`src/rtl/ghost_typist_if.sv`:
```
// Key-event bus between a keystroke source (ghost typist or keyboard decoder) and its consumer.
// The master drives the word request; the slave drives key events and status.
interface ghost_typist_if;
  logic         start;
  logic         abort;
  logic [74:0]  word;
  logic [4:0]   wordnum;
  logic [127:0] key_down;
  logic [8:0]   last_change;
  logic         key_valid;
  logic         busy;
  logic         done;

  modport master (
    output start, abort, word, wordnum,
    input  key_down, last_change, key_valid, busy, done
  );

  modport slave (
    input  start, abort, word, wordnum,
    output key_down, last_change, key_valid, busy, done
  );
endinterface

```
`src/rtl/ghost_typist.sv`:
```
// Synthetic keyboard replaying one latched word as press/hold/release/gap events, then SPACE; first press 1 tick after start.
// No backpressure: events are fire-and-forget pulses. Define GHOST_TYPO_EN for LFSR-driven mistype + BACK correction.
module ghost_typist #(
  parameter int HOLD_TICKS = 3,
  parameter int GAP_TICKS  = 5
) (
  input  logic          clk_div,
  input  logic          rst,
  ghost_typist_if.slave bus
);

  localparam int MAXT = (HOLD_TICKS > GAP_TICKS) ? HOLD_TICKS : GAP_TICKS;
  localparam int CW   = (MAXT < 1) ? 1 : $clog2(MAXT + 1);
  localparam logic [CW-1:0] HOLD_LAST = CW'(HOLD_TICKS - 1);
  localparam logic [CW-1:0] GAP_LAST  = CW'((GAP_TICKS > 0) ? GAP_TICKS - 1 : 0);
  localparam logic [6:0] SPACE_CODE = 7'd41;
  localparam logic [6:0] BACK_CODE  = 7'd102;

  typedef enum logic [2:0] {IDLE, PRESS, HOLD, RELEASE, GAP, DONE} state_t;

  function automatic logic [6:0] scan_code(input logic [4:0] v);
    case (v)
      5'd1:  scan_code = 7'd28;  5'd2:  scan_code = 7'd50;  5'd3:  scan_code = 7'd33;
      5'd4:  scan_code = 7'd35;  5'd5:  scan_code = 7'd36;  5'd6:  scan_code = 7'd43;
      5'd7:  scan_code = 7'd52;  5'd8:  scan_code = 7'd51;  5'd9:  scan_code = 7'd67;
      5'd10: scan_code = 7'd59;  5'd11: scan_code = 7'd66;  5'd12: scan_code = 7'd75;
      5'd13: scan_code = 7'd58;  5'd14: scan_code = 7'd49;  5'd15: scan_code = 7'd68;
      5'd16: scan_code = 7'd77;  5'd17: scan_code = 7'd21;  5'd18: scan_code = 7'd45;
      5'd19: scan_code = 7'd27;  5'd20: scan_code = 7'd44;  5'd21: scan_code = 7'd60;
      5'd22: scan_code = 7'd42;  5'd23: scan_code = 7'd29;  5'd24: scan_code = 7'd34;
      5'd25: scan_code = 7'd53;  5'd26: scan_code = 7'd26;
      default: scan_code = SPACE_CODE;
    endcase
  endfunction

  // First typeable letter at or after 'from'; returns n (the SPACE slot) if none remain.
  function automatic logic [3:0] next_slot(input logic [74:0] w, input logic [3:0] n,
                                           input logic [3:0] from);
    logic [3:0] r;
    logic       found;
    r     = n;
    found = 1'b0;
    for (int j = 0; j < 15; j++) begin
      if (!found && 4'(j) >= from && 4'(j) < n &&
          w[5*j +: 5] != 5'd0 && w[5*j +: 5] <= 5'd26) begin
        r     = 4'(j);
        found = 1'b1;
      end
    end
    return r;
  endfunction

  state_t         state, state_nxt;
  logic [CW-1:0]  cnt, cnt_nxt;
  logic [3:0]     idx, idx_nxt, n_lat, n_nxt, slot;
  logic [74:0]    word_lat, word_nxt;
  logic [6:0]     last_reg, cur_code;
  logic [4:0]     cur_v;
  logic           is_space, adv, pick, in_typo;

`ifdef GHOST_TYPO_EN
  typedef enum logic [1:0] {PH_NORM, PH_WRONG, PH_BACK} phase_t;
  phase_t     phase, phase_nxt;
  logic [7:0] lfsr, lfsr_nxt;
  assign in_typo = (phase != PH_NORM);
`else
  assign in_typo = 1'b0;
`endif

  always_comb begin
    cur_v = 5'd0;
    for (int j = 0; j < 15; j++) begin
      if (idx == 4'(j)) cur_v = word_lat[5*j +: 5];
    end
  end

  assign is_space = (idx == n_lat);

  always_comb begin
    cur_code = is_space ? SPACE_CODE : scan_code(cur_v);
`ifdef GHOST_TYPO_EN
    if (phase == PH_WRONG)     cur_code = scan_code((cur_v == 5'd26) ? 5'd1 : cur_v + 5'd1);
    else if (phase == PH_BACK) cur_code = BACK_CODE;
`endif
  end

  always_comb begin
    state_nxt = state;
    cnt_nxt   = cnt;
    idx_nxt   = idx;
    n_nxt     = n_lat;
    word_nxt  = word_lat;
    slot      = 4'd0;
    adv       = 1'b0;
    pick      = 1'b0;
`ifdef GHOST_TYPO_EN
    phase_nxt = phase;
    lfsr_nxt  = lfsr;
`endif
    if (bus.abort) begin
      state_nxt = IDLE;
      idx_nxt   = 4'd0;
`ifdef GHOST_TYPO_EN
      phase_nxt = PH_NORM;
`endif
    end else begin
      case (state)
        IDLE: if (bus.start && bus.wordnum != 5'd0) begin
          word_nxt = bus.word;
          n_nxt    = (bus.wordnum > 5'd15) ? 4'd15 : bus.wordnum[3:0];
          slot     = next_slot(bus.word, n_nxt, 4'd0);
          pick     = 1'b1;
        end
        PRESS: begin
          state_nxt = HOLD;
          cnt_nxt   = '0;
        end
        HOLD: if (cnt == HOLD_LAST) state_nxt = RELEASE;
              else                  cnt_nxt   = cnt + CW'(1);
        RELEASE: if (GAP_TICKS == 0) adv = 1'b1;
                 else begin
                   state_nxt = GAP;
                   cnt_nxt   = '0;
                 end
        GAP: if (cnt == GAP_LAST) adv     = 1'b1;
             else                 cnt_nxt = cnt + CW'(1);
        DONE: begin
          state_nxt = IDLE;
          idx_nxt   = 4'd0;
        end
        default: state_nxt = IDLE;
      endcase

      if (adv) begin
        if (in_typo) begin
          state_nxt = PRESS;
`ifdef GHOST_TYPO_EN
          phase_nxt = (phase == PH_WRONG) ? PH_BACK : PH_NORM;
`endif
        end else if (is_space) begin
          state_nxt = DONE;
        end else begin
          slot = next_slot(word_lat, n_lat, idx + 4'd1);
          pick = 1'b1;
        end
      end

      if (pick) begin
        state_nxt = PRESS;
        idx_nxt   = slot;
`ifdef GHOST_TYPO_EN
        // SPACE never gets a typo and does not consume an LFSR step.
        if (slot != n_nxt) begin
          lfsr_nxt  = {lfsr[6:0], lfsr[7] ^ lfsr[5] ^ lfsr[4] ^ lfsr[3]};
          phase_nxt = (lfsr[2:0] == 3'd0) ? PH_WRONG : PH_NORM;
        end
`endif
      end
    end
  end

  always_ff @(posedge clk_div or posedge rst) begin
    if (rst) begin
      state    <= IDLE;
      cnt      <= '0;
      idx      <= 4'd0;
      n_lat    <= 4'd0;
      word_lat <= '0;
      last_reg <= 7'd0;
`ifdef GHOST_TYPO_EN
      phase    <= PH_NORM;
      lfsr     <= 8'hA5;
`endif
    end else begin
      state    <= state_nxt;
      cnt      <= cnt_nxt;
      idx      <= idx_nxt;
      n_lat    <= n_nxt;
      word_lat <= word_nxt;
      if (bus.key_valid) last_reg <= cur_code;
`ifdef GHOST_TYPO_EN
      phase    <= phase_nxt;
      lfsr     <= lfsr_nxt;
`endif
    end
  end

  assign bus.busy        = (state != IDLE);
  assign bus.done        = (state == DONE);
  assign bus.key_valid   = (state == PRESS) || (state == RELEASE);
  assign bus.key_down    = (state == PRESS || state == HOLD) ? (128'd1 << cur_code) : '0;
  assign bus.last_change = {2'b00, bus.key_valid ? cur_code : last_reg};

endmodule

```
`src/flat_wrapper.sv`:
```
// flat-port wrapper written by rule: the top's interface ports become plain ports
module ghost_typist_flat 
#(
  parameter int HOLD_TICKS = 3,
  parameter int GAP_TICKS  = 5
)
  (clk_div, rst, bus_start, bus_abort, bus_word, bus_wordnum, bus_key_down, bus_last_change, bus_key_valid, bus_busy, bus_done);
  ghost_typist_if bus_i ();
  input  logic clk_div;
  input  logic rst;
  input wire logic [$bits(bus_i.start)-1:0] bus_start;
  input wire logic [$bits(bus_i.abort)-1:0] bus_abort;
  input wire logic [$bits(bus_i.word)-1:0] bus_word;
  input wire logic [$bits(bus_i.wordnum)-1:0] bus_wordnum;
  output wire logic [$bits(bus_i.key_down)-1:0] bus_key_down;
  output wire logic [$bits(bus_i.last_change)-1:0] bus_last_change;
  output wire logic [$bits(bus_i.key_valid)-1:0] bus_key_valid;
  output wire logic [$bits(bus_i.busy)-1:0] bus_busy;
  output wire logic [$bits(bus_i.done)-1:0] bus_done;
  assign bus_i.start = bus_start;
  assign bus_i.abort = bus_abort;
  assign bus_i.word = bus_word;
  assign bus_i.wordnum = bus_wordnum;
  assign bus_key_down = bus_i.key_down;
  assign bus_last_change = bus_i.last_change;
  assign bus_key_valid = bus_i.key_valid;
  assign bus_busy = bus_i.busy;
  assign bus_done = bus_i.done;
  ghost_typist #(.HOLD_TICKS(HOLD_TICKS), .GAP_TICKS(GAP_TICKS)) u_core (.clk_div(clk_div), .rst(rst), .bus(bus_i));
endmodule
```
`config.mk`:
```
export PLATFORM = sky130hd
export DESIGN_NAME = ghost_typist_flat
export DESIGN_NICKNAME = d
export VERILOG_FILES = /design/src/rtl/ghost_typist_if.sv /design/src/rtl/ghost_typist.sv /design/src/flat_wrapper.sv
export SDC_FILE = /design/constraint.sdc
export NUM_CORES = 1
export LEC_CHECK = 0
export CAP_MARGIN = 20
export CORE_UTILIZATION = 50
export CTS_CLUSTER_DIAMETER = 50
export DETAILED_ROUTE_END_ITERATION = 7
export GPL_TIMING_DRIVEN = 0
export PLACE_DENSITY_LB_ADDON = 0.25
export SLEW_MARGIN = 10
export SYNTH_ARGS = -nofsm -noshare
export SYNTH_HDL_FRONTEND = slang
export SYNTH_SLANG_ARGS = --single-unit
```
`constraint.sdc`:
```
create_clock -name clk_div -period 9 [get_ports clk_div]
set_input_delay 1.8 -clock clk_div [delete_from_list [all_inputs] [get_ports clk_div]]
set_output_delay 1.8 -clock clk_div [all_outputs]
set_load 0.02 [all_outputs]
```
==> results of run 1 <==
## area by class of cell
type                       instances  share of cell area
sequential                        96               0.223
buffer                           121              0.0724
timing repair buffer             160               0.150
clock inverter                     4             0.00720
multi-input combinational        802               0.490
clock buffer                      12              0.0229
inverter                          25             0.00905
tap                              216              0.0251
## layer usage
layer,GRT usage,wire (um),up-vias
met5,0,0,-
met4,0.143,1080,0
met3,0.0725,2400,91
met2,0.521,12800,470
met1,0.414,11500,4110
li1,-,-,4052
## worst max-delay path by stage
stage | start | endpoint | slack, ns | cells after the start
6_report | u_core.idx[0] | bus_key_down[63] | 1.74 | 16
5_1_grt | u_core.idx[0] | bus_key_down[14] | 1.43 | 19
4_1_cts | u_core.idx[0] | bus_key_down[14] | 1.83 | 17
3_5_place_dp | u_core.idx[0] | bus_key_down[14] | 2.24 | 17
3_3_place_gp | u_core.idx[0] | bus_key_down[14] | 2.28 | 16
2_1_floorplan | u_core.idx[0] | bus_key_down[51] | 3.22 | 12
## metrics by stage
step,hold slack (ns),instances,util
after CTS,0.485,1436,0.669
after floorplan,0.480,1044,-
final,0.482,1436,0.669
after detailed placement,0.467,1420,0.649
after global placement,0.455,1418,0.646
after global routing,0.504,1436,0.669
## power groups by stage
| stage | clock network (W) | logic [W] | registers (W) |
|---|---|---|---|
| after global placement | 0 | 0.00114 | 0.000719 |
| after floorplan | 0 | 0.000860 | 0.000656 |
| after global routing | 0.000443 | 0.00128 | 0.000741 |
| after detailed placement | 0 | 0.00116 | 0.000724 |
| after CTS | 0.000426 | 0.00117 | 0.000717 |
| final | 0.000424 | 0.00118 | 0.000728 |
## critical path, stage by stage, from the launching register on
cell and delay, ns:
dfrtp_1 0.55, inv_1 0.12, ha_1 0.33, buf_2 0.25, and4bb_2 0.26, a211oi_1 0.33
o32ai_1 0.16, a2bb2oi_1 0.32, o21ai_1 0.20, ha_1 0.28, nor3_1 0.23, o21ai_0 0.19
a32o_1 0.36, or3_1 0.37, buf_6 0.16, a2111oi_2 0.29, clkdlybuf4s50_1 0.69
## logic make-up after synthesis
logic type / after synthesis / synth area share
multiplexers: 76 / 0.103
adder cells (fa/ha/maj): 13 / 0.0195
buffers and inverters: 146 / 0.105
XOR/XNOR: 9 / 0.00945
AO/OA/AOI/OAI: 283 / 0.239
AND/OR/NAND/NOR: 361 / 0.236
flip-flops: 96 / 0.288
other: 1 / 0.000449
## cell usage after synthesis, drive strengths merged, types with 5 or more instances
master / number
buf: 96
dfrtp: 96
nor3: 92
a21oi: 78
mux2: 76
nand2: 76
nor2: 54
o21ai: 50
clkbuf: 25
inv: 24
nor4: 20
nand3: 19
o22ai: 18
or3: 17
ha: 13
nand2b: 13
or4: 13
nor2b: 12
a21o: 11
o221ai: 11
or2: 11
a211oi: 9
a31oi: 9
o2bb2ai: 9
xnor2: 8
a311oi: 7
nand3b: 7
o211ai: 7
o31ai: 7
a2bb2oi: 6
a32oi: 5
==> summary.txt, run 1 <==
Power
  – Static Leak: 4.27 nW
  – Clk pwr share: 0.182
  – Net Sw Frac: 0.444
  – Worst VDD drop: 131 uV
  – Pwr Total: 0.00233 W
  – Int Pwr: 0.00130 W
  – Logic pwr share: 0.507
  – Net Sw Power: 0.00104 W
  – Seq pwr share: 0.312
  – Power Density: 217 nW/um^2

Worst setup path
  – Critical R2R Capture: u_core.last_reg[5]
  – Worst r2r src: u_core.idx[0]
  – R2R depth: 13
  – Data arrival time of the critical path: 5.46 ns
  – Worst path required time: 7.20 ns
  – Worst setup SP type: flip-flop
  – Crit path max fanout: 10
  – R2R Setup Slk: 4.74 ns
  – Setup crit end kind: primary output
  – Critical path class: reg2out

Place
  – Worst slack at placement: 2.24 ns
  – GPL Wtd Cong: 1.00
  – Post-DP HPWL: 21.8 mm
  – Post-placement cell area: 10500 um^2
  – IO buf count: 158

Global route
  – First-pass GRT wire length: 44.5 mm
  – Remaining Overflow, GRT: 0
  – Overall routing resource usage: 0.324
  – Largest net degree at the start of global routing: 55
  – Vias in the first global route: 8110
  – Initial antenna violation count: 0

Logic synthesis
  – Post-synth top area share: 0.288
  – Top FF cell, synth: dfrtp_1
  – Yosys Warn Count: 0
  – EDFF count, synth: 0
  – Area leader, netlist: dfrtp_1
  – Syn_area_per_cell: 8.47 um^2
  – Sequential share of the synthesized area: 0.288
  – Yosys cell types: 97
  – Mapped cell area: 8340 um^2
  – Flop and latch count out of synthesis: 96
  – Synth async-reset ratio: 1.00
  – Synth area leaders: dfrtp_1, mux2_2, buf_4, nor3_1, a21oi_1
  – Syn Inst Count: 985

Die
  – Ports: 224
  – Core Area: 16100 um^2
  – Die area: 17200 um^2
  – Row Count: 46
  – Die height: 131 um
  – Starting Density: 0.518
  – Die W: 131 um

CTS
  – Skew-Pair Late Insertion Delay: 0.35 ns
  – Postcts setup bufs: 0
  – Num CTS Buffers: 9
  – H-tree levels: 3
  – CTS tree: done
  – Post_cts resized: 0
  – Worst-path clk slew: 0.07 ns
  – CTS sink cnt: 96
  – CTS root buf: clkbuf_16
  – CTS max path bufs: 2
  – CTS hold repair buffers: 0

Final layout
  – Final Net Count: 1312
  – Ratio of cells with drive above 1 in the final layout: 0.196
  – Area growth, synth to finish: 29.2%
  – Diodes inserted: 0
  – Multi-input gate area: 5290 um^2
  – Finished Cell Area: 10800 um^2
  – Commonest non-fill, non-tap cells in the layout: clkdlybuf4s50_1, dfrtp_1, nor3_1, a21oi_1, mux2_2
  – Max reg flops: 75
  – Most common cell after layout, fill and taps aside: clkdlybuf4s50_1
  – Fill count: 1398
  – Register area: 2400 um^2

Detailed routing
  – Vias/cell: 6.07
  – ANT nets after route: 0
  – Wirelength per Cell: 19.3 um
  – First DRT Iteration DRCs: 878
  – DR DRC count: 0
  – Router iterations before antenna repair: 5
  – Detailed Route WL: 27.7 mm
  – Via count: 8723

Timing
  – Worst setup margin: 1.74 ns
  – Unrepaired setup endpoints after global routing: false
  – Fin. max-slew vios: 0
  – Count of final setup violators: 0
  – Final Skew: 0.00928 ns
  – Slew @ Worst Pin: 0.879 ns
  – Setup TNS: 0 ns
  – Relative slew slack: 0.409
  – Final Cycle Share: 0.806
  – Fmax: 0.138 GHz
  – Final min period: 7.26 ns
  – Final Hold Viols: 0

Hold path
  – Hold Path Depth: 2
  – Worst Hold Path EP: u_core.last_reg[0]
  – Hold wc startpoint: u_core.last_reg[0]
  – HP Class: reg2reg

Run status
  – Status: complete, no violations

Flow run
  – MaxCap Viol Count: 0
Power figures use the tool's default switching activity.
==> inputs of run 2 (changes only) <==
- CORE_UTILIZATION: 50 -> 45
- clock period: 9 -> 6 ns (I/O delays scaled with it)
==> run 2 against run 1 <==
Net effect:
- the flow now finishes with violations (DRC)
- via count fell by 0.77%
- worst hold slack better by 0.0089 ns
- die area grew 11%
- global-route usage down 2.9 points
- first-iteration DRC count shrank 14%
- count of clock-buffer cells in the layout is 1 lower
- combinational power is 58% higher
- cell count grew 1.6%
- core utilization down 6.4 points
- highest routed layer unchanged
==> summary.txt, run 2 (synthesized netlist as in run 1, its figures left out) <==
CTS
  – CTS root buf: clkbuf_16
  – Num CTS Buffers: 9 (unchanged)
  – H-tree levels: 3 (unchanged)
  – CTS tree: done
  – Worst-path clk slew: 0.07 ns (about the same)
  – CTS sink cnt: 96 (unchanged)
  – Skew-Pair Late Insertion Delay: 0.36 ns (about the same)
  – CTS max path bufs: 2 (unchanged)

Global route
  – Vias in the first global route: 8118 (+0.099%)
  – Overall routing resource usage: 0.294 (-0.0291)
  – Remaining Overflow, GRT: 0 (unchanged)
  – Initial antenna violation count: 0 (unchanged)
  – First-pass GRT wire length: 44.6 mm (+0.34%)
  – Largest net degree at the start of global routing: 52 (-5.5%)

Die
  – Ports: 224 (unchanged)
  – Core Area: 18100 um^2 (+12%)
  – Die height: 138 um (+5.3%)
  – Starting Density: 0.461 (-0.0564)
  – Die area: 19100 um^2 (+11%)
  – Row Count: 49 (+6.5%)
  – Die W: 138 um (+5.3%)

Hold path
  – Hold wc startpoint: u_core.last_reg[5]
  – Worst Hold Path EP: u_core.last_reg[5]
  – HP Class: reg2reg
  – Hold Path Depth: 2 (unchanged)

Timing
  – Worst setup margin: 0.0971 ns (-1.65 ns)
  – Final min period: 5.90 ns
  – Slew @ Worst Pin: 0.849 ns (-0.0294 ns)
  – Final Hold Viols: 0 (unchanged)
  – Fmax: 0.169 GHz
  – Unrepaired setup endpoints after global routing: true
  – Final Cycle Share: 0.984
  – Fin. max-slew vios: 0 (unchanged)
  – Relative slew slack: 0.434 (+0.0250)
  – WHS: 0.491 ns (+0.00890 ns)
  – Final Skew: 0.00569 ns (-0.00359 ns)
  – Count of final setup violators: 0 (unchanged)

Detailed routing
  – Via count: 8656 (-0.77%)
  – First DRT Iteration DRCs: 751 (-14%)
  – Vias/cell: 5.93 (-2.3%)
  – Wirelength per Cell: 19.3 um (about the same)
  – Router iterations before antenna repair: 8 (+3)
  – ANT nets after route: 0 (unchanged)
  – Detailed Route WL: 28.2 mm (+1.5%)
  – DR DRC count: 47 (+47)

Final layout
  – Ratio of cells with drive above 1 in the final layout: 0.232 (+0.0358)
  – Max reg flops: 75 (unchanged)
  – Commonest non-fill, non-tap cells in the layout: dfrtp_1, clkdlybuf4s50_1, buf_4, nor3_1, mux2_2
  – Area growth, synth to finish: 31.1%
  – Fill count: 1665 (+19%)
  – Most common cell after layout, fill and taps aside: dfrtp_1
  – Diodes inserted: 0 (unchanged)
  – Finished Cell Area: 10900 um^2 (+1.5%)
  – Layout Utilization: 0.605 (-0.0641)
  – Final Net Count: 1322 (+0.76%)

Power
  – Pwr Total: 0.00359 W (+54%)
  – Net Sw Power: 0.00159 W (+54%)
  – Clk pwr share: 0.175 (-0.007)
  – Power Density: 328 nW/um^2 (+52%)
  – Seq pwr share: 0.304 (-0.008)
  – Static Leak: 4.93 nW (+15%)
  – Net Sw Frac: 0.443 (-0.000895)
  – Worst VDD drop: 202 uV (+54%)
  – Int Pwr: 0.00200 W (+54%)
  – Logic pwr share: 0.521 (+0.014)

Place
  – GPL Wtd Cong: 1.00 (unchanged)
  – Worst slack at placement: -0.225 ns (-2.46 ns)
  – IO buf count: 158 (unchanged)
  – Post-DP HPWL: 22.1 mm (+1.2%)
  – Post-placement cell area: 10500 um^2 (+0.16%)

Worst setup path
  – Cells along the critical path: inv_1 > ha_2 > buf_4 > nand3b_1 > a21o_1 > a221o_1 > a41o_4 > clkinv_2 > ha_1 > a21oi_1 > or3_1 > a211o_1 > or3b_1 > nor3_1 > dlygate4sd2_1
  – Data arrival time of the critical path: 4.70 ns (-0.76 ns)
  – Worst path required time: 4.80 ns (-2.40 ns)
  – Critical R2R Capture: u_core.last_reg[4]
  – Worst setup SP type: flip-flop
  – Highest cell delay on the worst timing path: 0.49 ns (-0.20 ns)
  – Critical path class: reg2out
  – Worst r2r src: u_core.idx[0]
  – R2R Setup Slk: 2.21 ns (-2.53 ns)
  – Slowest-stage cell, CP: dfrtp_2
  – Setup crit end kind: primary output
  – R2R depth: 13 (unchanged)
  – Crit path max fanout: 10 (unchanged)

Run status
  – Failing checks: DRC
  – Status: finished, violations left

Flow run
  – MaxCap Viol Count: 0 (unchanged)
run 2: cell types whose count changed in the layout (fill, tap and decap cells not counted), sizes merged:
cell | previous run | this run
dlymetal6s2s | 0 | 23
inv | 24 | 25
clkdlybuf4s50 | 158 | 88
buf | 97 | 105
dlygate4sd2 | 0 | 31
clkbuf | 37 | 54
run 2: power groups by stage:
stage	clock network, W	logic [W]	registers (W)
global route	0.000668	0.00202	0.00111
finish	0.000629	0.00187	0.00109
floorplan	0	0.00129	0.000983
CTS	0.000640	0.00177	0.00108
global placement	0	0.00172	0.00108
detailed placement	0	0.00174	0.00109
run 2: layout make-up:
type                            instances  area (um^2)  share of cell area
Multi-Input combinational cell        802         5400               0.493
Sequential cell                        96         2400               0.220
Timing Repair Buffer                  170         1630               0.149
Buffer                                121          798              0.0730
Tap cell                              229          287              0.0262
Clock buffer                           11          243              0.0222
Inverter                               25         97.6             0.00892
Clock inverter                          5         78.8             0.00720
run 2: critical path, delay by kind of cell, from the launching register on:
| kind | cells | cell delay, ns |
|---|---|---|
| DFF | 1 | 0.49 |
| AOI/OAI and AO/OA | 5 | 1.35 |
| buffers and inverters | 4 | 0.86 |
| adders and majority gates | 2 | 0.55 |
| and+or+nand+nor | 4 | 1.08 |
run 2: routing by layer:
layer / track usage / vias up / part of all wire
met4: 0.120 / 0 / 0.036
met3: 0.0547 / 70 / 0.077
met2: 0.494 / 418 / 0.47
li1: - / 4062 / -
met5: 0 / - / 0
met1: 0.374 / 4106 / 0.42
run 2: how the worst max path moves through the flow:
stage                              from  slack, ns                  to  cells past startpoint
after floorplan           u_core.idx[0]       0.82    bus_key_down[51]                     12
after global placement    u_core.idx[0]      -0.23    bus_key_down[66]                     16
after detailed placement  u_core.idx[0]      -0.22    bus_key_down[66]                     17
after CTS                 u_core.idx[0]       0.01  bus_last_change[5]                     15
after global routing      u_core.idx[0]      -0.01  bus_last_change[4]                     15
final                     u_core.idx[0]        0.1    bus_key_down[74]                     15
run 2: per-stage QoR:
step	TNS (ns)	std cells
floorplan	0	1044
global placement	-5.26	1431
detailed placement	-6.39	1433
CTS	0	1452
global route	-0.0136	1459
finish	0	1459
run 2: what timing repair did:
action / CTS / global route
buffers inserted: 3 / 7
endpoints found under the setup margin: 74 / 69
gates resized for setup: 64 / 78
pin swaps: 4 / 4
hold buffers: 0 / 0
